File: src/rtl/rtmq_trig_gen_pkg.sv
// rtmq_trig_gen_pkg: shared peripheral constants for the trigger generator
//   W_REG / W_ADR / W_ALU : register width, register address width, ALU bus width
//   alu_wr_t              : layout of a register write carried on alu_out
//   R_TG*                 : trigger generator register addresses
//   S_*                   : FSM state encoding (S_GAP only reachable with RTMQ_TRIG_GEN_REPEAT_EN)
//   max1()                : clamps a zero count to one
package rtmq_trig_gen_pkg;
   localparam int W_REG = 32;
   localparam int W_ADR = 8;
   typedef struct packed {
      logic             wen;
      logic [W_ADR-1:0] adr;
      logic [W_REG-1:0] dat;
   } alu_wr_t;
   localparam int W_ALU = $bits(alu_wr_t);
   localparam logic [W_ADR-1:0] R_TGMSK = 8'h20;
   localparam logic [W_ADR-1:0] R_TGWID = 8'h21;
   localparam logic [W_ADR-1:0] R_TGDLY = 8'h22;
   localparam logic [W_ADR-1:0] R_TGRPT = 8'h23;
   localparam logic [1:0] S_IDLE  = 2'd0;
   localparam logic [1:0] S_DELAY = 2'd1;
   localparam logic [1:0] S_PULSE = 2'd2;
   localparam logic [1:0] S_GAP   = 2'd3;
   function automatic logic [W_REG-1:0] max1(input logic [W_REG-1:0] v);
      return (v == '0) ? W_REG'(1) : v;
   endfunction
endpackage

File: src/rtl/rtmq_trig_timer.sv
// rtmq_trig_timer: loadable down-counter with a terminal pulse
//   clk, rst : clock, asynchronous active-high reset
//   ld       : load ld_val (has priority over counting)
//   ld_val   : count to load
//   en       : count enable; the owning FSM state is active
//   tc       : terminal pulse, high while enabled with the count at 1
module rtmq_trig_timer
   import rtmq_trig_gen_pkg::*;
(
   input  logic             clk,
   input  logic             rst,
   input  logic             ld,
   input  logic [W_REG-1:0] ld_val,
   input  logic             en,
   output logic             tc
);
   logic [W_REG-1:0] cnt;
   // Counting stops at 1 so the counter never wraps.
   always_ff @(posedge clk or posedge rst)
      if (rst) cnt <= '0;
      else if (ld) cnt <= ld_val;
      else if (en && cnt > W_REG'(1)) cnt <= cnt - W_REG'(1);
   assign tc = en && (cnt <= W_REG'(1));
endmodule

File: src/rtl/rtmq_trig_gen.sv
// rtmq_trig_gen: delayed, width-programmable trigger pulse generator
//   clk, rst : clock, asynchronous active-high reset
//   alu_out  : ALU bus carrying register writes (alu_wr_t); a R_TGMSK write fires
//   f_hld    : hold-state indicator, clears f_done
//   trg_out  : registered trigger pulses, one bit per channel
//   f_busy   : sequence in progress
//   f_done   : sequence complete (set wins over f_hld)
//   f_ovr    : sticky, a fire write was dropped while busy
// Optional: RTMQ_TRIG_GEN_REPEAT_EN adds R_TGRPT and the GAP state for pulse trains.
module rtmq_trig_gen
   import rtmq_trig_gen_pkg::*;
(
   input  logic             clk,
   input  logic             rst,
   input  logic [W_ALU-1:0] alu_out,
   input  logic             f_hld,
   output logic [W_REG-1:0] trg_out,
   output logic             f_busy,
   output logic             f_done,
   output logic             f_ovr
);
   alu_wr_t          wr;
   logic [1:0]       state, state_n;
   logic [W_REG-1:0] reg_wid, reg_dly, lat_msk, lat_wid, wid_val;
   logic             fire, accept, drop, dly_tc, wid_tc, wid_ld, gap_tc, more, fin;
   assign wr     = alu_out;
   assign fire   = wr.wen && wr.adr == R_TGMSK;
   assign accept = fire && state == S_IDLE;
   assign drop   = fire && state != S_IDLE;
   // The mask write is the fire strobe: its data is latched directly, so no
   // separate stored mask is kept.
   always_ff @(posedge clk or posedge rst)
      if (rst) begin
         reg_wid <= '0;
         reg_dly <= '0;
      end else if (wr.wen) begin
         if (wr.adr == R_TGWID) reg_wid <= wr.dat;
         if (wr.adr == R_TGDLY) reg_dly <= wr.dat;
      end
`ifdef RTMQ_TRIG_GEN_REPEAT_EN
   logic [W_REG-1:0]   reg_rpt;
   logic [W_REG/2-1:0] lat_per, rpt_left;
   logic               gap_ld;
   assign more   = rpt_left != '0;
   assign gap_ld = state == S_PULSE && wid_tc && more;
   always_ff @(posedge clk or posedge rst)
      if (rst) begin
         reg_rpt  <= '0;
         lat_per  <= '0;
         rpt_left <= '0;
      end else begin
         if (wr.wen && wr.adr == R_TGRPT) reg_rpt <= wr.dat;
         if (accept) begin
            lat_per  <= reg_rpt[W_REG-1:W_REG/2];
            rpt_left <= reg_rpt[W_REG/2-1:0];
         end else if (gap_ld) rpt_left <= rpt_left - 1'b1;
      end
   rtmq_trig_timer u_gap (
      .clk    (clk),
      .rst    (rst),
      .ld     (gap_ld),
      .ld_val (max1({{(W_REG/2){1'b0}}, lat_per})),
      .en     (state == S_GAP),
      .tc     (gap_tc)
   );
`else
   assign more   = 1'b0;
   assign gap_tc = 1'b0;
`endif
   assign fin     = state == S_PULSE && wid_tc && !more;
   // Width counter is (re)loaded whenever PULSE is about to be entered; on the
   // fire cycle the latch is not yet valid, so the stored register is used.
   assign wid_ld  = (accept && reg_dly == '0) || (state == S_DELAY && dly_tc) || (state == S_GAP && gap_tc);
   assign wid_val = max1(accept ? reg_wid : lat_wid);
   assign state_n = (state == S_IDLE)  ? (accept ? ((reg_dly != '0) ? S_DELAY : S_PULSE) : S_IDLE) :
                    (state == S_DELAY) ? (dly_tc ? S_PULSE : S_DELAY) :
                    (state == S_PULSE) ? (wid_tc ? (more ? S_GAP : S_IDLE) : S_PULSE) :
                                         (gap_tc ? S_PULSE : S_GAP);
   rtmq_trig_timer u_dly (
      .clk    (clk),
      .rst    (rst),
      .ld     (accept),
      .ld_val (reg_dly),
      .en     (state == S_DELAY),
      .tc     (dly_tc)
   );
   rtmq_trig_timer u_wid (
      .clk    (clk),
      .rst    (rst),
      .ld     (wid_ld),
      .ld_val (wid_val),
      .en     (state == S_PULSE),
      .tc     (wid_tc)
   );
   always_ff @(posedge clk or posedge rst)
      if (rst) begin
         state   <= S_IDLE;
         trg_out <= '0;
         f_busy  <= 1'b0;
         f_done  <= 1'b0;
         f_ovr   <= 1'b0;
         lat_msk <= '0;
         lat_wid <= '0;
      end else begin
         state   <= state_n;
         trg_out <= (state_n == S_PULSE) ? (accept ? wr.dat : lat_msk) : '0;
         f_busy  <= state_n != S_IDLE;
         f_done  <= fin | (f_done & ~f_hld);
         f_ovr   <= accept ? 1'b0 : (drop | f_ovr);
         if (accept) begin
            lat_msk <= wr.dat;
            lat_wid <= reg_wid;
         end
      end
endmodule

File: config.mk
export PLATFORM = sky130hd
export DESIGN_NAME = rtmq_trig_gen
export DESIGN_NICKNAME = d
export VERILOG_FILES = /design/src/rtl/rtmq_trig_gen_pkg.sv /design/src/rtl/rtmq_trig_timer.sv /design/src/rtl/rtmq_trig_gen.sv
export SDC_FILE = /design/constraint.sdc
export NUM_CORES = 1
export LEC_CHECK = 0
export CORE_UTILIZATION = 40
export DETAILED_ROUTE_END_ITERATION = 7
export MAX_ROUTING_LAYER = met4
export SLEW_MARGIN = 20
export SYNTH_ARGS = -nofsm -noshare
export SYNTH_HDL_FRONTEND = slang
export SYNTH_HIERARCHICAL = 1
export SYNTH_SLANG_ARGS = --single-unit
File: constraint.sdc
create_clock -name clk -period 15.1 [get_ports clk]
set_clock_uncertainty 0.05 [all_clocks]
set_input_delay 4.53 -clock clk [delete_from_list [all_inputs] [get_ports clk]]
set_output_delay 4.53 -clock clk [all_outputs]
set_load 0.01 [all_outputs]
# ---- Yosys cells after proc, flatten, opt, wreduce, memory -nomap -nowiden
# Cells that the tools add are included.
dict set report op_classes {
  n_addsub 2
  magnitude_cmp 4
  eq_ne 6
  muxes 16
  bitwise_logic 4
  n_reduce_logical 21
}
# operator count
set ops {}
lappend ops {{32-bit 2-to-1 mux} 8}
lappend ops {{32-bit by 1-bit > comparator with 1-bit output (second input constant)} 2}
lappend ops {{32-bit by 1-bit less-or-equal comparator with 1-bit output (second input constant)} 2}
lappend ops {{32-bit zero test} 2}
lappend ops {{32-bit by 1-bit subtractor with 32-bit output (second input constant)} 2}
lappend ops {{32-bit nonzero test} 1}
lappend ops {{8-bit by 6-bit equality test with 1-bit output (second input constant)} 3}
lappend ops {{2-bit 2-to-1 mux} 7}
lappend ops {{1-bit logical AND} 10}
lappend ops {{2-bit nonzero test} 4}
lappend ops {{2-bit equality test (second input constant)} 2}
lappend ops {{2-bit AND reduction} 2}
lappend ops {{2-bit by 1-bit equality test with 1-bit output (second input constant)} 1}
lappend ops {{2-bit zero test} 1}
lappend ops {{1-bit OR} 2}
lappend ops {{1-bit AND} 1}
lappend ops {{1-bit logical OR} 1}
lappend ops {{1-bit 2-to-1 mux} 1}
lappend ops {{1-bit NOT} 1}
dict set report word_totals {
  register_bits 229
  inputBits 44
  out_inout_bits 35
  word_cells 64
}

# ---- Depth between registers and ports, before layout
# Gate-level depths: netlist (run 1).
dict set report logic_depth {
  depth_word 8
  ltp_mapped 14
  depth_no_buf 11
}

# ---- Cells and area by module
# Netlist (run 1), hierarchy kept.
# module n_inst cells_per_inst area_each_um2
set modules_own_cells {}
lappend modules_own_cells {rtmq_trig_gen 1 509 6465.0}
lappend modules_own_cells {rtmq_trig_timer 2 237 2090.8}

# ---- Worst setup path before layout (run 1)
# No wires, ideal clock.
dict set report synth_path {
  path_type {input-to-reg}
  start {input port alu_out[38]}
  end {register u_wid.cnt[4]}
  setup_time_ns 0.129
  arrival_ns 6.410
  t_required_ns 14.921
  setup_slack_ns 8.511
  stages 11
  path_cell_list {nor4b_4 > nand3_2 > or3_1 > clkbuf_1 > buf_2 > nand2_1 > inv_1 > clkbuf_1 > clkbuf_1 > o211ai_1 > nand3_1}
}
dict set report synth_via {
  elab_cells_between_ends 10
  cone_classes {eq/ne: 1; mux: 3; reduce/logical: 6}
}
# item line
set synth_lines {}
lappend synth_lines {{start: declaration} rtmq_trig_gen.sv:15} ;# input logic [W_ALU-1:0] alu_out,
lappend synth_lines {{8-bit by 6-bit equality test with 1-bit output *} rtmq_trig_gen.sv:27} ;# assign fire = wr.wen && wr.adr == R_TGMSK;
lappend synth_lines {{1-bit logical AND *} rtmq_trig_gen.sv:27}
lappend synth_lines {{1-bit logical AND *} rtmq_trig_gen.sv:28} ;# assign accept = fire && state == S_IDLE;
lappend synth_lines {{1-bit logical AND *} rtmq_trig_gen.sv:73} ;# assign wid_ld = (accept && reg_dly == '0) || (state == S_DELAY && dly_tc) || (state == S_GAP && gap_tc);
lappend synth_lines {{1-bit logical OR *} rtmq_trig_gen.sv:73}
lappend synth_lines {{net wid_ld} rtmq_trig_gen.sv:25} ;# logic fire, accept, drop, dly_tc, wid_tc, wid_ld, gap_tc, more, fin;
lappend synth_lines {{32-bit 2-to-1 mux or 2-bit nonzero test (tied branches)} n/a}
lappend synth_lines {{end signal: assignment} rtmq_trig_timer.sv:21} ;# else if (ld) cnt <= ld_val;
lappend synth_lines {{end signal: assignment} rtmq_trig_timer.sv:22} ;# else if (en && cnt > W_REG'(1)) cnt <= cnt - W_REG'(1);
lappend synth_lines {{end: declaration} rtmq_trig_timer.sv:17} ;# logic [W_REG-1:0] cnt;
# The timed path passes the listed nets; every way through them passes the cells marked *.
# A chain may end at the register's enable or synchronous reset.

# ---- Worst setup path after layout (run 1)
dict set report layout_path {
  start {input port alu_out[36]}
  end {register u_wid.cnt[5]}
}
# Same word-level chain as after synthesis.

==> results of run 1 <==
[synth_stat cells (all sizes together) (2+ instances only)]
| cell type | n |
|---|---|
| xnor2 | 2 |
| o21ai | 22 |
| or4 | 46 |
| nand3 | 20 |
| nor4 | 35 |
| nand3b | 3 |
| or3 | 36 |
| buf | 23 |
| nor3b | 3 |
| nor3 | 15 |
| o211ai | 4 |
| nand4 | 10 |
| o311ai | 6 |
| a21o | 2 |
| o41a | 2 |
| mux2 | 97 |
| o31ai | 28 |
| nand4b | 2 |
| nand2 | 155 |
| a31oi | 52 |
| and2 | 4 |
| or2 | 8 |
| a211oi | 2 |
| nor2 | 69 |
| nor2b | 4 |
| dfrtp | 229 |
| nor4b | 3 |
| or4b | 4 |
| a22oi | 2 |
| ha | 4 |
| nand2b | 4 |
| o41ai | 8 |
| inv | 16 |
| a21boi | 32 |
| clkbuf | 26 |
[state kept, by name (all words and copies together) (netlist names), named ones only]
register,cells
state,2
f_busy,1
reg_wid,32
lat_msk,32
lat_wid,32
u_wid/cnt,32
reg_dly,32
u_dly/cnt,32
f_done,1
trg_out,32
[final timing paths]
path / startpoint / end / slack (ns) / cells after the start
hold / removal: lat_wid[1] / lat_wid[1] / 0.43 / 2
min in group asynchronous: rst / u_wid/cnt[30] / 4.61 / 3
max in group asynchronous: rst / reg_wid[8] / 9.17 / 3
setup reg to reg: u_dly/cnt[24] / u_wid/cnt[5] / 10.66 / 10
setup / recovery: alu_out[36] / u_wid/cnt[5] / 7.54 / 10
hold reg to reg: lat_wid[1] / lat_wid[1] / 0.43 / 2
[kinds of logic after synthesis]
logic type      Yosys count  synth area share [%]
simple gates            422                  21.4
flops                   229                  53.8
buf+inv                  65                  2.80
fa+ha+maj                 4                 0.470
compound gates          164                  11.0
xor+xnor                  2                 0.165
mux                      97                  10.3
[layer usage]
metal	track usage, %	vias to the layer above	part of all wire [%]
met3	2.55	40	3.7
li1	-	3765	-
met5	-	-	0
met4	5.00	0	2.0
met1	29.9	4001	48
met2	33.1	198	47
[through the flow]
| step | instance area (um2) | hold slack (ns) |
|---|---|---|
| 6_report | 12700 | 0.435 |
| 5_1_grt | 12700 | 0.453 |
| 4_1_cts | 12700 | 0.439 |
| 3_5_place_dp | 11700 | 0.425 |
| 3_3_place_gp | 11700 | 0.421 |
| 2_1_floorplan | 10600 | 0.408 |
[power by group through the flow]
stage          logic, mW  registers (mW)  clock network [mW]
5_1_grt           0.0572           0.631               0.726
6_report          0.0518           0.631               0.690
3_3_place_gp      0.0528           0.642                   0
2_1_floorplan     0.0242           0.638                   0
3_5_place_dp      0.0533           0.642                   0
4_1_cts           0.0534           0.631               0.701
[layout make-up]
| type | count | area, um2 |
|---|---|---|
| inverters | 16 | 65.1 |
| repair buffers | 92 | 890 |
| multi-input cells | 689 | 4620 |
| well taps | 335 | 419 |
| clock inverters | 14 | 236 |
| clock buffers | 32 | 702 |
| flip-flops and latches | 229 | 5730 |
| fillers | 2384 | 13400 |
[worst max-delay path: cells and delay by family]
family	cells	cell delay, ns
AOI/OAI and AO/OA	2	0.29
buffers and inverters	4	1.68
and+or+nand+nor	4	1.30
[cell usage in the layout, fill, tap and decap left out, types with 5 or more instances in the layout]
| master | Yosys | routed |
|---|---|---|
| clkbuf_16 | 0 | 25 |
| inv_1 | 16 | 15 |
| or3_1 | 36 | 36 |
| mux2_2 | 96 | 96 |
| or2_2 | 8 | 8 |
| clkbuf_8 | 0 | 5 |
| a31oi_1 | 52 | 52 |
| nor2_1 | 69 | 69 |
| nand2_1 | 155 | 155 |
| nor3_1 | 15 | 15 |
| o41ai_1 | 6 | 6 |
| bufinv_16 | 0 | 6 |
| nand4_1 | 8 | 8 |
| or4_1 | 40 | 40 |
| nor4_1 | 29 | 28 |
| o31ai_1 | 28 | 28 |
| a21boi_1 | 28 | 28 |
| o311ai_0 | 6 | 6 |
| buf_4 | 0 | 13 |
| o21ai_1 | 12 | 12 |
| dfrtp_1 | 229 | 229 |
| nand3_1 | 17 | 17 |
| clkdlybuf4s50_1 | 0 | 78 |
| o21ai_0 | 10 | 10 |
| or4_4 | 6 | 6 |
==> results.py, run 1 <==
metrics = {
    "worst_setup_path": {
        "path_cells": "clkdlybuf4s50_1, nor4b_4, nand3_2, buf_4, or3_1, nand2_1, inv_1, buf_4, o311ai_0, o311ai_0",
        "path_class": "in2reg",
        "cp.arrival_ns": 7.89,
        "critical_path_peak_fanout": 67,
        "crit_required_ns": 15.43,
        "cp-end-kind": "flip-flop",
        "startpoint_type": "input port",
        "worst_path_max_delay_cell": "clkdlybuf4s50_1",
        "max_stage_delay_ns": 0.49,
    },
    "die": {
        "pin_count": 79,
        "fp.dieH_um": 165,
        "rows": 59,
        "core_um2": 26100,
        "start_util_pct": 40.9,
        "die_w_um": 165,
        "die-area_um2": 27300,
    },
    "pwr": {
        "internal_power_mw": 1.08,
        "power_density_nw_per_um2": 108,
        "switching_share_pct": 21.5,
        "ir_worst_vdd_uv": 68.1,
        "p_sw_uw": 296,
        "p_leak_nw": 5.80,
        "seq_power_share_pct": 46.0,
        "p_clk_share_pct": 50.3,
        "p_comb_share_pct": 3.8,
        "finalPower_mw": 1.37,
    },
    "route": {
        "wl_per_cell_um": 19.4,
        "routed_via_density": 5.69,
        "wirelength_um": 27300,
        "num_vias": 8004,
        "drt-initial-drc-count": 665,
        "drtPass1Iterations": 4,
        "drtAntennaViolNets": 0,
        "drc": 0,
    },
    "clock_network": {
        "cts-root-buf": "clkbuf_16",
        "tritoncts": "done",
        "post-cts-setup-buffers": 0,
        "clk_latency_ns": 0.52,
        "ctsHoldBuffers": 0,
        "cts_buffers": 25,
        "clk_pin_slew_ns": 0.06,
        "cts-resized-gates": 0,
        "htreeDepth": 1,
        "cts.path.max_buffers": 3,
        "clock-sinks": 229,
    },
    "placement": {
        "dp_hpwl_um": 18600,
        "pre_cts_slack_ns": 6.99,
        "gp_congestion": 0.843,
        "dpl.cell_count": 1361,
        "numPortBuffers": 78,
    },
    "grt": {
        "grt_pass1_vias": 7749,
        "grt_max_degree": 86,
        "grt_usage_pct": 21.3,
        "grt_first_pass_wirelength_um": 43700,
        "grt_overflow": 0,
        "grt_antenna_before_repair": 0,
    },
    "job": {
        "cap_violations": 0,
    },
    "synthesis": {
        "synth_flop_cell": "dfrtp_1",
        "synth_edf_count": 0,
        "synth_area_leader_cell": "dfrtp_1",
        "synth_cell_types": 53,
        "synth_area_um2": 10600,
        "async_flop_share_pct": 100,
        "ys_ff_latch": 229,
        "synth_warnings": 6,
        "syn_inst": 983,
        "synth_fp_nets": 1031,
        "syn_avg_cell_area_um2": 10.8,
        "synth_seq_area_share_pct": 53.8,
        "synth.area.top_cells": "dfrtp_1 (54%), mux2_2 (10%), nand2_1 (5.5%)",
        "synth_top_area_share_pct": 53.8,
    },
    "finish": {
        "fin_cells": 1407,
        "area_delta_synth_final_pct": 19.0,
        "fin_nets": 1101,
        "post-route-util_pct": 48.6,
        "drive_above_1_share_pct": 17.5,
        "n_antenna_cell": 0,
    },
    "sta": {
        "hold_violations": 0,
        "slew_headroom_pct": 41.5,
        "setup_tns_ns": 0,
        "rsz0062_at_grt": "no",
        "drv_slew": 0,
        "finalSetupViolCount": 0,
        "fmax_ghz": 0.132,
        "period_share_pct": 50.1,
        "setup_slack_ns": 7.54,
        "period_minus_slack_ns": 7.56,
        "worst-slew-pin-transition_ns": 0.871,
    },
    "hold_path": {
        "hold_path_class": "reg2reg",
    },
    "run_status": {
        "status": "finished clean",
    },
}
Note: power is estimated with default switching activity, not from simulation.
==> run 2, diff against run 1 <==
Clock period 15.1 ns to 7.6 ns, I/O delays scaled along.
==> results.py, run 2 (synthesis results as in run 1) <==
metrics = {
    "sta": {
        "period_share_pct": 61.9,
        "setup_slack_ns": 2.90,
        "slew_headroom_pct": 42.7,
        "period_minus_slack_ns": 4.70,
        "drv_slew": 0,
        "setup_tns_ns": 0,
        "hold_violations": 0,
        "fmax_ghz": 0.213,
        "worst-slew-pin-transition_ns": 0.859,
        "rsz0062_at_grt": "no",
        "finalSetupViolCount": 0,
    },
    "finish": {
        "area_delta_synth_final_pct": 19.0,
        "fin_nets": 1101,
        "layout_common_cells": "dfrtp_1 (229), nand2_1 (155), mux2_2 (96)",
        "final_common_cell": "dfrtp_1",
        "drive_above_1_share_pct": 17.5,
        "n_antenna_cell": 0,
    },
    "pwr": {
        "internal_power_mw": 2.15,
        "p_sw_uw": 568,
        "seq_power_share_pct": 46.0,
        "p_clk_share_pct": 50.3,
        "p_comb_share_pct": 3.7,
        "switching_share_pct": 20.9,
        "power_density_nw_per_um2": 215,
        "ir_worst_vdd_uv": 150,
        "p_leak_nw": 5.82,
    },
    "placement": {
        "numPortBuffers": 78,
        "dp_hpwl_um": 18600,
        "gp_congestion": 0.833,
        "pre_cts_slack_ns": 2.33,
    },
    "grt": {
        "grt_max_degree": 114,
        "grt_pass1_vias": 7812,
        "grt_usage_pct": 21.0,
        "grt_overflow": 0,
        "grt_first_pass_wirelength_um": 43200,
        "grt_antenna_before_repair": 0,
    },
    "worst_setup_path": {
        "startpoint_type": "input port",
        "critPathTopFamily": "simple AND/OR/NAND/NOR gates",
        "crit_required_ns": 7.92,
        "reg2reg_from": "u_dly/cnt[24]",
        "cp.buffers_inverters": 3,
        "path_class": "in2reg",
        "startpoint": "alu_out[36]",
        "cp-end-kind": "flip-flop",
        "critical_path_peak_fanout": 41,
        "path_cells": "clkdlybuf4s50_1, nor4b_4, nand3_2, or3_1, nand2_1, inv_1, buf_4, nor2_1, a31oi_1",
        "cp.arrival_ns": 5.03,
        "max_stage_delay_ns": 0.47,
        "worst_path_max_delay_cell": "clkdlybuf4s50_1",
    },
    "clock_network": {
        "htreeDepth": 1,
        "post-cts-setup-buffers": 0,
        "ctsHoldBuffers": 0,
        "tritoncts": "done",
        "cts.path.max_buffers": 3,
        "clk_latency_ns": 0.53,
        "clock-sinks": 229,
        "cts-root-buf": "clkbuf_16",
        "cts-resized-gates": 0,
        "cts_buffers": 25,
        "clk_pin_slew_ns": 0.06,
    },
    "route": {
        "drc": 0,
        "num_vias": 7959,
        "drtPass1Iterations": 5,
        "routed_via_density": 5.66,
        "wl_per_cell_um": 19.2,
        "drtAntennaViolNets": 0,
        "wirelength_um": 27000,
        "drt-initial-drc-count": 409,
    },
    "die": {
        "die_w_um": 165,
        "core_um2": 26100,
        "start_util_pct": 40.9,
        "pin_count": 79,
        "die-area_um2": 27300,
        "rows": 59,
        "fp.dieH_um": 165,
    },
    "hold_path": {
        "hold_path_class": "reg2reg",
        "worstHoldStart": "lat_wid[12]",
    },
    "job": {
        "cap_violations": 0,
    },
    "run_status": {
        "status": "finished clean",
    },
}
## run 2: power by group through the flow
stage | Sequential [mW] | Combinational, mW | Clock, mW
4_1_cts | 1.25 | 0.103 | 1.40
3_3_place_gp | 1.28 | 0.102 | 0
5_1_grt | 1.25 | 0.111 | 1.44
3_5_place_dp | 1.28 | 0.103 | 0
6_report | 1.25 | 0.101 | 1.37
2_1_floorplan | 1.27 | 0.0482 | 0
## run 2: worst paths after layout
check | endpoint | slack, ns | cells after the start
max | u_wid/cnt[24] | 2.90 | 9
min | lat_wid[12] | 0.44 | 2
max reg2reg | u_wid/cnt[24] | 3.39 | 10
min reg2reg | lat_wid[12] | 0.44 | 2
max in group asynchronous | lat_msk[7] | 3.95 | 3
min in group asynchronous | u_wid/cnt[3] | 2.37 | 3
## run 2: metrics by stage
stage          hold slack, ns  cell area, um2  power (mW)  util, %  cells
2_1_floorplan           0.408           10600        1.32        -    983
3_3_place_gp            0.420           11700        1.38     45.0   1361
3_5_place_dp            0.427           11700        1.38     45.0   1361
4_1_cts                 0.440           12700        2.75     48.6   1407
5_1_grt                 0.453           12700        2.81     48.6   1407
6_report                0.439           12700        2.72     48.6   1407
## run 2: routing by layer
layer | up-vias | track usage [%] | wire [um]
li1 | 3770 | - | -
met1 | 3978 | 29.6 | 12900
met2 | 163 | 32.0 | 12400
met3 | 48 | 2.20 | 888
met4 | 0 | 6.34 | 752
met5 | - | - | 0
## run 2: cell type report
cell class | instances | area (um2)
Timing Repair Buffer | 92 | 886
Clock inverter | 12 | 216
Multi-Input combinational cell | 689 | 4620
Fill cell | 2347 | 13400
Clock buffer | 34 | 729
Inverter | 16 | 67.6
Sequential cell | 229 | 5730
Tap cell | 335 | 419
## run 2: worst reg2reg max path, cell delays in order (launching register included)
cell     delay [ns]
dfrtp_1        0.40
or4_4          0.58
or4_4          0.50
nor4_4         0.78
and2_1         0.28
nand3_1        0.11
nand2_1        0.40
inv_1          0.37
buf_4          0.36
nor2_1         0.17
a31oi_1        0.05
